$ cat config.mk
export PLATFORM = sky130hd
export DESIGN_NAME = fme_qpel_sched
export DESIGN_NICKNAME = d
export VERILOG_FILES = /design/src/rtl/fme_pkg.sv /design/src/rtl/fme_avg2.sv /design/src/rtl/fme_qpel_sched.sv
export SDC_FILE = /design/constraint.sdc
export NUM_CORES = 1
export LEC_CHECK = 0
export CELL_PAD_IN_SITES_DETAIL_PLACEMENT = 1
export CELL_PAD_IN_SITES_GLOBAL_PLACEMENT = 1
export CORE_MARGIN = 2
export CORE_UTILIZATION = 37
export CTS_CLUSTER_SIZE = 20
export DETAILED_ROUTE_END_ITERATION = 7
export GPL_TIMING_DRIVEN = 0
export PLACE_DENSITY_LB_ADDON = 0.08
export SLEW_MARGIN = 10
export SYNTH_ARGS = -nofsm -noshare
export SYNTH_HDL_FRONTEND = slang
export SYNTH_SLANG_ARGS = --single-unit
$ cat constraint.sdc
create_clock -name clk -period 3.2 [get_ports clk]
set_input_delay 0.48 -clock clk [delete_from_list [all_inputs] [get_ports clk]]
set_output_delay 0.48 -clock clk [all_outputs]
set_load 0.005 [all_outputs]
$ cat src/rtl/fme_pkg.sv
// Shared definitions for the FME quarter-pel scheduler.
// Holds the sample width and the scheduler FSM state encoding.
package fme_pkg;

  localparam int PIX_W = 8;

  typedef enum logic [1:0] {
    IDLE  = 2'd0,
    RUN   = 2'd1,
    DRAIN = 2'd2
  } fme_state_t;

endpackage

$ cat src/rtl/fme_avg2.sv
// One lane of the quarter-pel averager.
// Registered 2-input rounding average with a pass-through selection and a
// clock enable. When the enable is low the output holds, which is how a
// downstream stall freezes this stage.
module fme_avg2
  import fme_pkg::*;
(
  input  logic             clk,
  input  logic             rst,
  input  logic             en,
  input  logic             bypass,
  input  logic [PIX_W-1:0] x,
  input  logic [PIX_W-1:0] y,
  input  logic [PIX_W-1:0] sel,
  output logic [PIX_W-1:0] q
);

  logic [PIX_W-1:0] q_reg;
  logic [PIX_W-1:0] avg;

  // One extra bit of headroom so 0xFF + 0xFF + 1 cannot wrap before the shift.
  assign avg = PIX_W'(({1'b0, x} + {1'b0, y} + 9'd1) >> 1);

  // Output register: captures either the average or the selected sample.
  always_ff @(posedge clk) begin
    if (rst) begin
      q_reg <= '0;
    end else if (en) begin
      q_reg <= bypass ? sel : avg;
    end
  end

  assign q = q_reg;

endmodule

$ cat src/rtl/fme_qpel_sched.sv
// Quarter-pel rounding-average scheduler for one FME prediction block.
// Walks the block in row-major lane-group order, reads the integer-pel (A)
// and half-pel (B) buffers, and streams LANES averaged samples per beat.
// Pipeline: rd_en -> buffer data (+1) -> averager register (+2) -> out_valid.
// A downstream stall (out_valid & !out_ready) freezes every stage.
// Optional build macro FME_PERF_CNT_EN adds busy/stall cycle counters.
module fme_qpel_sched
  import fme_pkg::*;
#(
  parameter int BLK_W = 8,
  parameter int BLK_H = 8,
  parameter int LANES = 4,
  localparam int GRPS  = BLK_W / LANES,
  localparam int ROW_W = (BLK_H > 1) ? $clog2(BLK_H) : 1,
  localparam int GRP_W = (GRPS > 1) ? $clog2(GRPS) : 1
) (
  input  logic                   clk,
  input  logic                   rst,
  input  logic                   start,
  input  logic [1:0]             frac_x,
  input  logic [1:0]             frac_y,
  output logic                   busy,
  output logic                   done,
  output logic                   rd_en,
  output logic [ROW_W-1:0]       rd_row,
  output logic [GRP_W-1:0]       rd_grp,
  input  logic [LANES*PIX_W-1:0] a_data,
  input  logic [LANES*PIX_W-1:0] b_data,
  output logic                   out_valid,
  input  logic                   out_ready,
  output logic [LANES*PIX_W-1:0] out_data,
`ifdef FME_PERF_CNT_EN
  output logic [15:0]            perf_busy_cyc,
  output logic [15:0]            perf_stall_cyc,
`endif
  output logic                   out_last
);

  localparam int BEATS  = BLK_H * GRPS;
  localparam int BEAT_W = (BEATS > 1) ? $clog2(BEATS) : 1;

  fme_state_t       state_reg, state_next;
  logic [ROW_W-1:0] row_reg;
  logic [GRP_W-1:0] grp_reg;
  logic [BEAT_W-1:0] beat_reg;
  logic [1:0]       frac_x_reg, frac_y_reg;
  logic             busy_reg, done_reg;
  logic             s1_valid_reg, out_valid_reg;

  logic stall, advance, accept, rd_fire, last_rd, beat_ok, last_beat, avg_en;
  logic bypass, sel_a;

  // A beat presented but not taken holds the whole pipe in place.
  assign stall     = out_valid_reg & ~out_ready;
  assign advance   = ~stall;
  // The cycle done pulses the FSM is already IDLE; a start there is dropped.
  assign accept    = (state_reg == IDLE) & start & ~done_reg;
  assign rd_fire   = (state_reg == RUN) & advance;
  assign last_rd   = (row_reg == ROW_W'(BLK_H - 1)) & (grp_reg == GRP_W'(GRPS - 1));
  assign beat_ok   = out_valid_reg & out_ready;
  assign last_beat = out_valid_reg & (beat_reg == BEAT_W'(BEATS - 1));
  assign avg_en    = advance & s1_valid_reg;

  // Averaging whenever either fraction is odd; otherwise pick A at (0,0), else B.
  assign bypass = ~(frac_x_reg[0] | frac_y_reg[0]);
  assign sel_a  = (frac_x_reg == 2'd0) && (frac_y_reg == 2'd0);

  // State register.
  always_ff @(posedge clk) begin
    if (rst) begin
      state_reg <= IDLE;
    end else begin
      state_reg <= state_next;
    end
  end

  // Next-state logic: RUN until the final read issues, DRAIN until it leaves.
  always_comb begin
    state_next = state_reg;
    case (state_reg)
      IDLE:    if (accept) state_next = RUN;
      RUN:     if (rd_fire && last_rd) state_next = DRAIN;
      DRAIN:   if (beat_ok && last_beat) state_next = IDLE;
      default: state_next = IDLE;
    endcase
  end

  // Read address walk: lane group fastest, then row; both wrap to zero at the end.
  always_ff @(posedge clk) begin
    if (rst) begin
      row_reg <= '0;
      grp_reg <= '0;
    end else if (accept) begin
      row_reg <= '0;
      grp_reg <= '0;
    end else if (rd_fire) begin
      if (grp_reg == GRP_W'(GRPS - 1)) begin
        grp_reg <= '0;
        row_reg <= (row_reg == ROW_W'(BLK_H - 1)) ? '0 : row_reg + 1'b1;
      end else begin
        grp_reg <= grp_reg + 1'b1;
      end
    end
  end

  // Output beat counter, used to flag the final beat of the block.
  always_ff @(posedge clk) begin
    if (rst) begin
      beat_reg <= '0;
    end else if (accept) begin
      beat_reg <= '0;
    end else if (beat_ok) begin
      beat_reg <= last_beat ? '0 : beat_reg + 1'b1;
    end
  end

  // Block control: latch the mode, raise busy on accept, pulse done after the last beat.
  always_ff @(posedge clk) begin
    if (rst) begin
      frac_x_reg <= 2'd0;
      frac_y_reg <= 2'd0;
      busy_reg   <= 1'b0;
      done_reg   <= 1'b0;
    end else begin
      done_reg <= beat_ok & last_beat;
      if (accept) begin
        frac_x_reg <= frac_x;
        frac_y_reg <= frac_y;
        busy_reg   <= 1'b1;
      end else if (beat_ok && last_beat) begin
        busy_reg <= 1'b0;
      end
    end
  end

  // Valid flags for the buffer-data stage and the averager stage; frozen on stall.
  always_ff @(posedge clk) begin
    if (rst) begin
      s1_valid_reg  <= 1'b0;
      out_valid_reg <= 1'b0;
    end else if (advance) begin
      s1_valid_reg  <= rd_fire;
      out_valid_reg <= s1_valid_reg;
    end
  end

  genvar gi;
  generate
    for (gi = 0; gi < LANES; gi++) begin : g_lane
      logic [PIX_W-1:0] a_pix, b_pix;
      assign a_pix = a_data[gi*PIX_W +: PIX_W];
      assign b_pix = b_data[gi*PIX_W +: PIX_W];
      fme_avg2 u_avg (
        .clk    (clk),
        .rst    (rst),
        .en     (avg_en),
        .bypass (bypass),
        .x      (a_pix),
        .y      (b_pix),
        .sel    (sel_a ? a_pix : b_pix),
        .q      (out_data[gi*PIX_W +: PIX_W])
      );
    end
  endgenerate

`ifdef FME_PERF_CNT_EN
  logic [15:0] perf_busy_reg, perf_stall_reg;

  // Saturating cycle counters, cleared by an accepted start and held after done.
  always_ff @(posedge clk) begin
    if (rst) begin
      perf_busy_reg  <= '0;
      perf_stall_reg <= '0;
    end else if (accept) begin
      perf_busy_reg  <= '0;
      perf_stall_reg <= '0;
    end else begin
      if (busy_reg && perf_busy_reg != 16'hFFFF) begin
        perf_busy_reg <= perf_busy_reg + 16'd1;
      end
      if (stall && busy_reg && perf_stall_reg != 16'hFFFF) begin
        perf_stall_reg <= perf_stall_reg + 16'd1;
      end
    end
  end

  assign perf_busy_cyc  = perf_busy_reg;
  assign perf_stall_cyc = perf_stall_reg;
`endif

  assign busy      = busy_reg;
  assign done      = done_reg;
  assign rd_en     = rd_fire;
  assign rd_row    = row_reg;
  assign rd_grp    = grp_reg;
  assign out_valid = out_valid_reg;
  assign out_last  = last_beat;

endmodule
==> impl_metrics.env, run 1 <==
export IMPL_avgSynthCellArea_um2=7.61
export IMPL_p_int_w=0.00121
export IMPL_grt_pass1_vias=4486
export IMPL_hold_violations=0
export IMPL_pre_cts_slack_ns=0.610
export IMPL_cts_buffers=5
export IMPL_cts_root_buf="clkbuf_8"
export IMPL_p_seq_share_pct=37.1
export IMPL_cts_setup_buffers=0
export IMPL_rsz0062_at_grt="no"
export IMPL_setup_violations_final=0
export IMPL_slowest_delay_ns=0.60
export IMPL_dieWidth_um=104
export IMPL_gp_congestion=0.873
export IMPL_fmax_ghz=0.386
export IMPL_path_delay_family="buffers and inverters"
export IMPL_diodes=0
export IMPL_largest_reg_flops=32
export IMPL_die_h_um=104
export IMPL_leakage_nw=2.01
export IMPL_clk_insertion_delay_late_ns=0.32
export IMPL_peakVddDrop_uv=184
export IMPL_avgRoutedWirePerCell_um=19.1
export IMPL_skew_ns=0.0104
export IMPL_worstPathMaxFanout=7
export IMPL_critPathBufInv=2
export IMPL_worst_pin_slew_ns=0.713
export IMPL_switching_power_w=0.000633
export IMPL_io_pins=113
export IMPL_slowest_stage="clkdlybuf4s50_1"
export IMPL_dieArea_um2=10900
export IMPL_clock_power_share_pct=26.1
export IMPL_via_per_inst=5.59
export IMPL_grt_antenna_before_repair=0
export IMPL_synthesis_area_um2=3720
export IMPL_areaGrowthSynthToFinish_pct=37.5
export IMPL_h_tree_depth=2
export IMPL_worstSetupPathType="primary input to primary output"
export IMPL_run_status="finished clean"
export IMPL_ys_seq_area_share_pct=26.9
export IMPL_grt_max_degree=18
export IMPL_fin_tns_setup_ns=0
export IMPL_crit_path_frequent_cell="clkdlybuf4s50_1"
export IMPL_crit_chain="clkdlybuf4s50_1 > nor2b_4 > nor3b_4 > clkdlybuf4s50_1"
export IMPL_rows=36
export IMPL_globalRoute_totalOverflow=0
export IMPL_cts_resized=0
export IMPL_coreArea_um2=9770
export IMPL_critPathArrivalTime_ns=2.11
export IMPL_cts_buffer_depth=2
export IMPL_start_util_pct=38.1
export IMPL_num_vias=4141
export IMPL_mostFrequentLayoutCells="clkdlybuf4s50_1, nand2_1, a21oi_1"
export IMPL_cts_sinks=50
export IMPL_yosysWarnings=0
export IMPL_pwr_share_comb_pct=36.9
export IMPL_fin_ws_ns=0.612
export IMPL_port_buffers=111
export IMPL_cts_clk_slew_worst_paths_ns=0.09
export IMPL_ctsHoldBuffers=0
export IMPL_utilization_pct=52.3
export IMPL_grt_pass1_wl_um=22700
export IMPL_netlist_instances=489
export IMPL_dp_hpwl_um=10900
export IMPL_drive_above_1_share_pct=5.26
export IMPL_mostFrequentLayoutCell="clkdlybuf4s50_1"
export IMPL_drc=0
export IMPL_nets=714
export IMPL_hold_class="flip-flop to flip-flop"
export IMPL_powerDensity_nw_per_um2=360
export IMPL_drt_wl_total_um=14100
export IMPL_slew_viol_final=0
export IMPL_ant_nets=0
export IMPL_crit_path_start_kind="primary input"
export IMPL_drtIter0Drc=142
export IMPL_power_w=0.00184
export IMPL_synth_nets=596
export IMPL_ys_seq_elements=50
export IMPL_fin_crit_ns=2.59
export IMPL_drtPass1Iterations=4
export IMPL_crit_path_end_kind="primary output"
export IMPL_switching_share_pct=34.4
export IMPL_cts_tree="built"
export IMPL_relSlewSlack_pct=52.4
export IMPL_cap_violations=0
export IMPL_synth_cell_types=44
export IMPL_critPathRequiredTime_ns=2.72
export IMPL_period_share_pct=80.9
export IMPL_grt_usage_pct=26.1
## stage by stage
step                hold slack, ns  instance area [µm²]  cells
floorplan                    0.453                 3720    489
global placement             0.443                 5000    733
detailed placement           0.449                 5000    733
CTS                          0.462                 5110    741
global route                 0.484                 5110    741
finish                       0.458                 5110    741
## tightest hold or removal path, delay by kind of cell, from the launching register on
family          cells  cell delay (ns)
flops               1             0.32
simple gates        1             0.05
compound gates      1             0.05
## cell usage after synthesis, drive strengths merged
library cell  instances  area [µm²]
nand3b                1        7.51
a311oi               11         103
a21oi                56         280
a21o                  3        22.5
nand2                76         285
nand3                22         110
o21ai                24         120
inv                  13        48.8
o211ai               16         120
and4                  1        8.76
or3                   3        18.8
or4                   7        52.6
a211oi                5        37.5
o22ai                 5        31.3
mux2i                13         130
o31a                  4        35.0
o21a                  8        60.1
ha                   31         388
clkbuf                7        26.3
or2                   4        25.0
fa                    4        80.1
o31ai                 1        7.51
nor2b                 6        45.0
nor2                 51         194
xnor2                 6        52.6
nor3                 16        85.1
nand2b                4        32.5
nor3b                 7        68.8
nand4                 7        43.8
xor2                 10        87.6
buf                  17         111
dfxtp                50        1000
## worst paths after layout
kind	from	to	slack, ns	cells after the start
setup reg to reg	frac_y_reg[0]	g_lane[1].u_avg.q[1]	1.25	6
setup / recovery	out_ready	rd_en	0.61	4
hold reg to reg	g_lane[1].u_avg.q[1]	g_lane[1].u_avg.q[1]	0.46	2
hold / removal	g_lane[1].u_avg.q[1]	g_lane[1].u_avg.q[1]	0.46	2
## power by group through the flow
stage | Combinational (W) | Sequential (W) | Clock (W)
3_5_place_dp | 0.000673 | 0.000695 | 0
4_1_cts | 0.000677 | 0.000681 | 0.000483
2_1_floorplan | 0.000372 | 0.000691 | 0
3_3_place_gp | 0.000649 | 0.000694 | 0
5_1_grt | 0.000744 | 0.000685 | 0.000505
6_report | 0.000678 | 0.000682 | 0.000480
## cell families (layout without fill, tap and decap cells)
group	Yosys count	count (layout)	synth area share (%)
fa+ha+maj	35	35	12.6
xor+xnor	16	16	3.77
buf+inv	37	156	5.01
compound gates	133	133	22.0
simple gates	205	205	26.3
mux	13	13	3.50
flops	50	50	26.9
## area by class of cell
| type | count | area, µm² |
|---|---|---|
| fillers | 1254 | 4660 |
| multi-input cells | 402 | 2530 |
| repair buffers | 111 | 1110 |
| flip-flops and latches | 50 | 1000 |
| well taps | 133 | 166 |
| plain buffers | 24 | 138 |
| clock buffers | 5 | 68.8 |
| inverters | 13 | 48.8 |
| clock inverters | 3 | 47.5 |
## routing by layer
| metal | track usage [%] | vias up | routed length [µm] |
|---|---|---|---|
| met1 | 30.9 | 2003 | 5890 |
| li1 | - | 1995 | - |
| met3 | 3.63 | 22 | 720 |
| met4 | 9.85 | 0 | 242 |
| met5 | 0 | - | 0 |
| met2 | 47.3 | 121 | 7290 |
(Power assumes the default switching activity.)
==> run 2: changes to the inputs <==
- CORE_UTILIZATION: 37 -> 31
- clock period: 3.2 -> 2.36 ns (I/O delays scaled with it)
==> impl_metrics.env, run 2 (synthesis gave the netlist of run 1 again) <==
export IMPL_worstSetupPathType="primary input to primary output"
export IMPL_rows=40
export IMPL_hold_class="flip-flop to flip-flop"
export IMPL_dieWidth_um=114
export IMPL_avgRoutedWirePerCell_um=19.4
export IMPL_powerDensity_nw_per_um2=519
export IMPL_cts_clk_slew_worst_paths_ns=0.07
export IMPL_cts_sinks=50
export IMPL_h_tree_depth=2
export IMPL_grt_antenna_before_repair=0
export IMPL_drtPass1Iterations=4
export IMPL_hold_slack_ns=0.457
export IMPL_top_usage_layer="met2"
export IMPL_grt_pass1_vias=4271
export IMPL_grt_use_met2_pct=41.0
export IMPL_worst_pin_slew_ns=0.741
export IMPL_run_status="finished clean"
export IMPL_drt_wl_total_um=14600
export IMPL_drive_above_1_share_pct=5.42
export IMPL_power_w=0.00269
export IMPL_dp_hpwl_um=11100
export IMPL_ant_nets=0
export IMPL_grt_pass1_wl_um=22900
export IMPL_relSlewSlack_pct=50.6
export IMPL_largest_reg_flops=32
export IMPL_gp_congestion=0.886
export IMPL_cts_buffer_depth=2
export IMPL_peakVddDrop_uv=288
export IMPL_dp_cells=747
export IMPL_fin_crit_ns=2.26
export IMPL_cts_root_buf="clkbuf_16"
export IMPL_cts_buffers=5
export IMPL_hold_violations=0
export IMPL_setup_violations_final=0
export IMPL_via_per_inst=5.40
export IMPL_nets=716
export IMPL_num_vias=4083
export IMPL_cap_violations=0
export IMPL_nFillCells=1484
export IMPL_critPathArrivalTime_ns=1.91
export IMPL_worstPathMaxFanout=6
export IMPL_fin_ws_ns=0.0964
export IMPL_fin_cells=756
export IMPL_drc=0
export IMPL_mostFrequentLayoutCell="clkdlybuf4s50_1"
export IMPL_die_h_um=114
export IMPL_period_share_pct=95.9
export IMPL_grtUsageMet3_pct=2.87
export IMPL_leakage_nw=2.04
export IMPL_coreArea_um2=11900
export IMPL_critPathRequiredTime_ns=2.01
export IMPL_mostFrequentLayoutCells="clkdlybuf4s50_1, nand2_1, a21oi_1"
export IMPL_grt_max_degree=16
export IMPL_crit_path_end_kind="primary output"
export IMPL_fin_tns_setup_ns=0
export IMPL_grt_usage_pct=22.8
export IMPL_start_util_pct=31.4
export IMPL_pre_cts_slack_ns=-0.0813
export IMPL_clk_insertion_delay_late_ns=0.30
export IMPL_gr_usage_met1_pct=28.4
export IMPL_skew_ns=0.00496
export IMPL_dieArea_um2=12900
export IMPL_globalRoute_totalOverflow=0
export IMPL_slew_viol_final=0
export IMPL_fmax_ghz=0.442
export IMPL_ctsHoldBuffers=0
export IMPL_port_buffers=111
export IMPL_cts_tree="built"
export IMPL_areaGrowthSynthToFinish_pct=39.6
export IMPL_diodes=0
export IMPL_io_pins=113
export IMPL_crit_path_start_kind="primary input"
export IMPL_drtIter0Drc=194
==> run 2: cell count changes in the layout (fill, tap and decap cells not counted) <==
| cell | delta |
|---|---|
| clkbuf_16 | +5 |
| clkbuf_8 | -5 |
| buf_4 | +2 |
| inv_6 | -1 |
==> run 2: power breakdown <==
part           internal, W  switching, W
clock             0.000497      0.000344
sequential        0.000890     0.0000363
combinational     0.000428      0.000499
==> run 2: metrics by stage <==
stage | utilization (%) | area, µm²
final | 43.8 | 5190
after CTS | 43.7 | 5180
after global routing | 43.8 | 5190
after floorplan | - | 3720
after detailed placement | 42.3 | 5010
after global placement | 42.3 | 5010
==> run 2: final timing paths <==
check	depth (start not counted)	to	slack, ns	start
worst max-delay path	4	rd_en	0.1	out_ready
worst min-delay path	2	g_lane[1].u_avg.q[4]	0.46	g_lane[1].u_avg.q[4]
worst max register to register	6	g_lane[1].u_avg.q[1]	0.34	frac_y_reg[0]
worst min register to register	2	g_lane[1].u_avg.q[4]	0.46	g_lane[1].u_avg.q[4]
==> run 2: critical path, cell delays in order <==
cell,delay [ns]
clkdlybuf4s50_1,0.59
nor2b_4,0.10
nor3b_4,0.31
clkdlybuf4s50_1,0.56
==> run 2: area by class of cell <==
| cell class | count | area, µm² | area share [%] |
|---|---|---|---|
| Buffer | 24 | 138 | 2.65 |
| Clock buffer | 5 | 125 | 2.41 |
| Clock inverter | 2 | 38.8 | 0.747 |
| Inverter | 13 | 48.8 | 0.940 |
| Multi-Input combinational cell | 402 | 2530 | 48.8 |
| Sequential cell | 50 | 1000 | 19.3 |
| Tap cell | 147 | 184 | 3.54 |
| Timing Repair Buffer | 113 | 1130 | 21.7 |
==> run 2: layer usage <==
layer | wire, µm | share of wire [%]
met1 | 6410 | 44
met2 | 7300 | 50
met3 | 717 | 4.9
met4 | 219 | 1.5
met5 | 0 | 0
==> run 2: timing repair <==
action | in CTS | in global routing
setup buffers | 0 | 2
gates resized for setup | 0 | 0
endpoints found under the setup margin | 0 | 1
==> run 3: changes to the inputs <==
- CORE_UTILIZATION: 31 -> 41
- DONT_BUFFER_PORTS: default -> 1
==> impl_metrics.env, run 3 (synthesis gave the netlist of run 1 again) <==
export IMPL_run_status="finished clean"
export IMPL_io_pins=113
export IMPL_cts_resized=0
export IMPL_grt_usage_pct=25.6
export IMPL_critPathRequiredTime_ns=2.54
export IMPL_drive_above_1_share_pct=6.44
export IMPL_clk_insertion_delay_late_ns=0.31
export IMPL_port_buffers=0
export IMPL_period_share_pct=83.9
export IMPL_cts_tree="built"
export IMPL_num_vias=3615
export IMPL_h_tree_depth=2
export IMPL_cap_violations=0
export IMPL_multi_input_area_um2=2530
export IMPL_cts_clk_slew_worst_paths_ns=0.10
export IMPL_via_per_inst=5.98
export IMPL_hold_class="primary input to flip-flop"
export IMPL_worst_pin_slew_ns=0.715
export IMPL_grt_max_degree=17
export IMPL_crit_path_start_kind="flip-flop"
export IMPL_drt_wl_total_um=12500
export IMPL_whs_path_depth=2
export IMPL_worstSetupPathType="flip-flop to flip-flop"
export IMPL_fin_tns_setup_ns=0
export IMPL_rows=34
export IMPL_cts_sinks=50
export IMPL_nets=603
export IMPL_slew_viol_final=0
export IMPL_dieArea_um2=9850
export IMPL_switching_share_pct=34.8
export IMPL_peakVddDrop_uv=232
export IMPL_ctsHoldBuffers=0
export IMPL_mostFrequentLayoutCell="nand2_1"
export IMPL_p_seq_share_pct=41.3
export IMPL_drtPass1Iterations=4
export IMPL_met2_length_um=6060
export IMPL_grt_pass1_vias=3740
export IMPL_cts_root_buf="clkbuf_8"
export IMPL_mostFrequentLayoutCells="nand2_1, a21oi_1, nor2_1, dfxtp_1, ha_1"
export IMPL_skew_ns=0.0150
export IMPL_setup_violations_final=0
export IMPL_register_area_um2=1000
export IMPL_nFillCells=1119
export IMPL_dp_hpwl_um=9600
export IMPL_drtIter0Drc=155
export IMPL_critPathArrivalTime_ns=2.15
export IMPL_avgRoutedWirePerCell_um=20.7
export IMPL_rsz0062_at_grt="no"
export IMPL_cts_buffers=5
export IMPL_cts_setup_buffers=0
export IMPL_pwr_share_comb_pct=30.2
export IMPL_p_int_w=0.00147
export IMPL_final_cell_area_um2=3970
export IMPL_wl_met3_um=881
export IMPL_start_util_pct=42.4
export IMPL_drc=0
export IMPL_areaGrowthSynthToFinish_pct=6.66
export IMPL_switching_power_w=0.000785
export IMPL_leakage_nw=1.59
export IMPL_reg2reg_depth=6
export IMPL_die_h_um=99.3
export IMPL_coreArea_um2=8760
export IMPL_largest_reg_flops=32
export IMPL_place_area_um2=3850
export IMPL_fin_crit_ns=1.98
export IMPL_wl_met1_um=5390
export IMPL_dieWidth_um=99.3
export IMPL_cts_buffer_depth=2
export IMPL_clock_power_share_pct=28.5
export IMPL_crit_path_end_kind="flip-flop"
export IMPL_globalRoute_totalOverflow=0
export IMPL_grt_antenna_before_repair=0
export IMPL_powerDensity_nw_per_um2=568
export IMPL_top_layer="met4"
export IMPL_ant_nets=0
export IMPL_grt_pass1_wl_um=19800
export IMPL_hold_violations=0
export IMPL_diodes=0
export IMPL_relSlewSlack_pct=52.3
export IMPL_worstPathMaxFanout=10
export IMPL_fmax_ghz=0.505
export IMPL_gp_congestion=0.841
[run 3: changes by cell type in the layout (fill, tap and decap cells not counted)]
cell | previous run | this run
inv_6 | 0 | 1
clkbuf_16 | 5 | 0
clkbuf_8 | 0 | 5
buf_4 | 3 | 1
clkinv_2 | 0 | 1
clkdlybuf4s50_1 | 111 | 0
clkinv_4 | 1 | 0
[run 3: metrics by stage]
stage / setup WS, ns / cells / total power (W) / utilization (%) / hold slack [ns]
global route: 0.251 / 605 / 0.00238 / 45.3 / 0.187
detailed placement: 0.337 / 597 / 0.00163 / 44.0 / 0.469
finish: 0.380 / 605 / 0.00225 / 45.3 / 0.191
CTS: 0.354 / 605 / 0.00227 / 45.3 / 0.187
floorplan: 0.581 / 489 / 0.00144 / - / 0.453
global placement: 0.336 / 597 / 0.00161 / 44.0 / 0.463
[run 3: worst paths after layout]
kind	startpoint	endpoint	slack [ns]
hold reg to reg	g_lane[2].u_avg.q[1]	g_lane[2].u_avg.q[1]	0.48
setup reg to reg	frac_y_reg[0]	g_lane[3].u_avg.q[1]	0.38
setup / recovery	frac_y_reg[0]	g_lane[3].u_avg.q[1]	0.38
hold / removal	frac_y[0]	frac_y_reg[0]	0.19
[run 3: layout make-up]
type	count	share of cell area, %
clock inverter	3	1.10
tap	108	3.41
clock buffer	5	1.73
sequential	50	25.2
multi-input combinational	402	63.8
inverter	13	1.23
buffer	24	3.47
[run 3: metal layers]
| layer | vias up | global-route usage [%] |
|---|---|---|
| met5 | - | 0 |
| met4 | 0 | 7.17 |
| met3 | 15 | 6.82 |
| met1 | 1734 | 31.0 |
| met2 | 95 | 44.7 |
| li1 | 1771 | - |
[run 3: worst max-delay path, cell delays in order (launching register included)]
cell	delay (ns)
dfxtp_1	0.34
nor2_2	0.47
buf_2	0.33
buf_2	0.34
o211ai_1	0.16
o211ai_1	0.12
a21oi_1	0.08
[run 3: power groups by stage]
stage / combinational, W / sequential, W / clock (W)
4_1_cts: 0.000681 / 0.000932 / 0.000655
6_report: 0.000680 / 0.000932 / 0.000643
5_1_grt: 0.000763 / 0.000939 / 0.000683
2_1_floorplan: 0.000505 / 0.000938 / 0
3_5_place_dp: 0.000676 / 0.000952 / 0
3_3_place_gp: 0.000662 / 0.000950 / 0
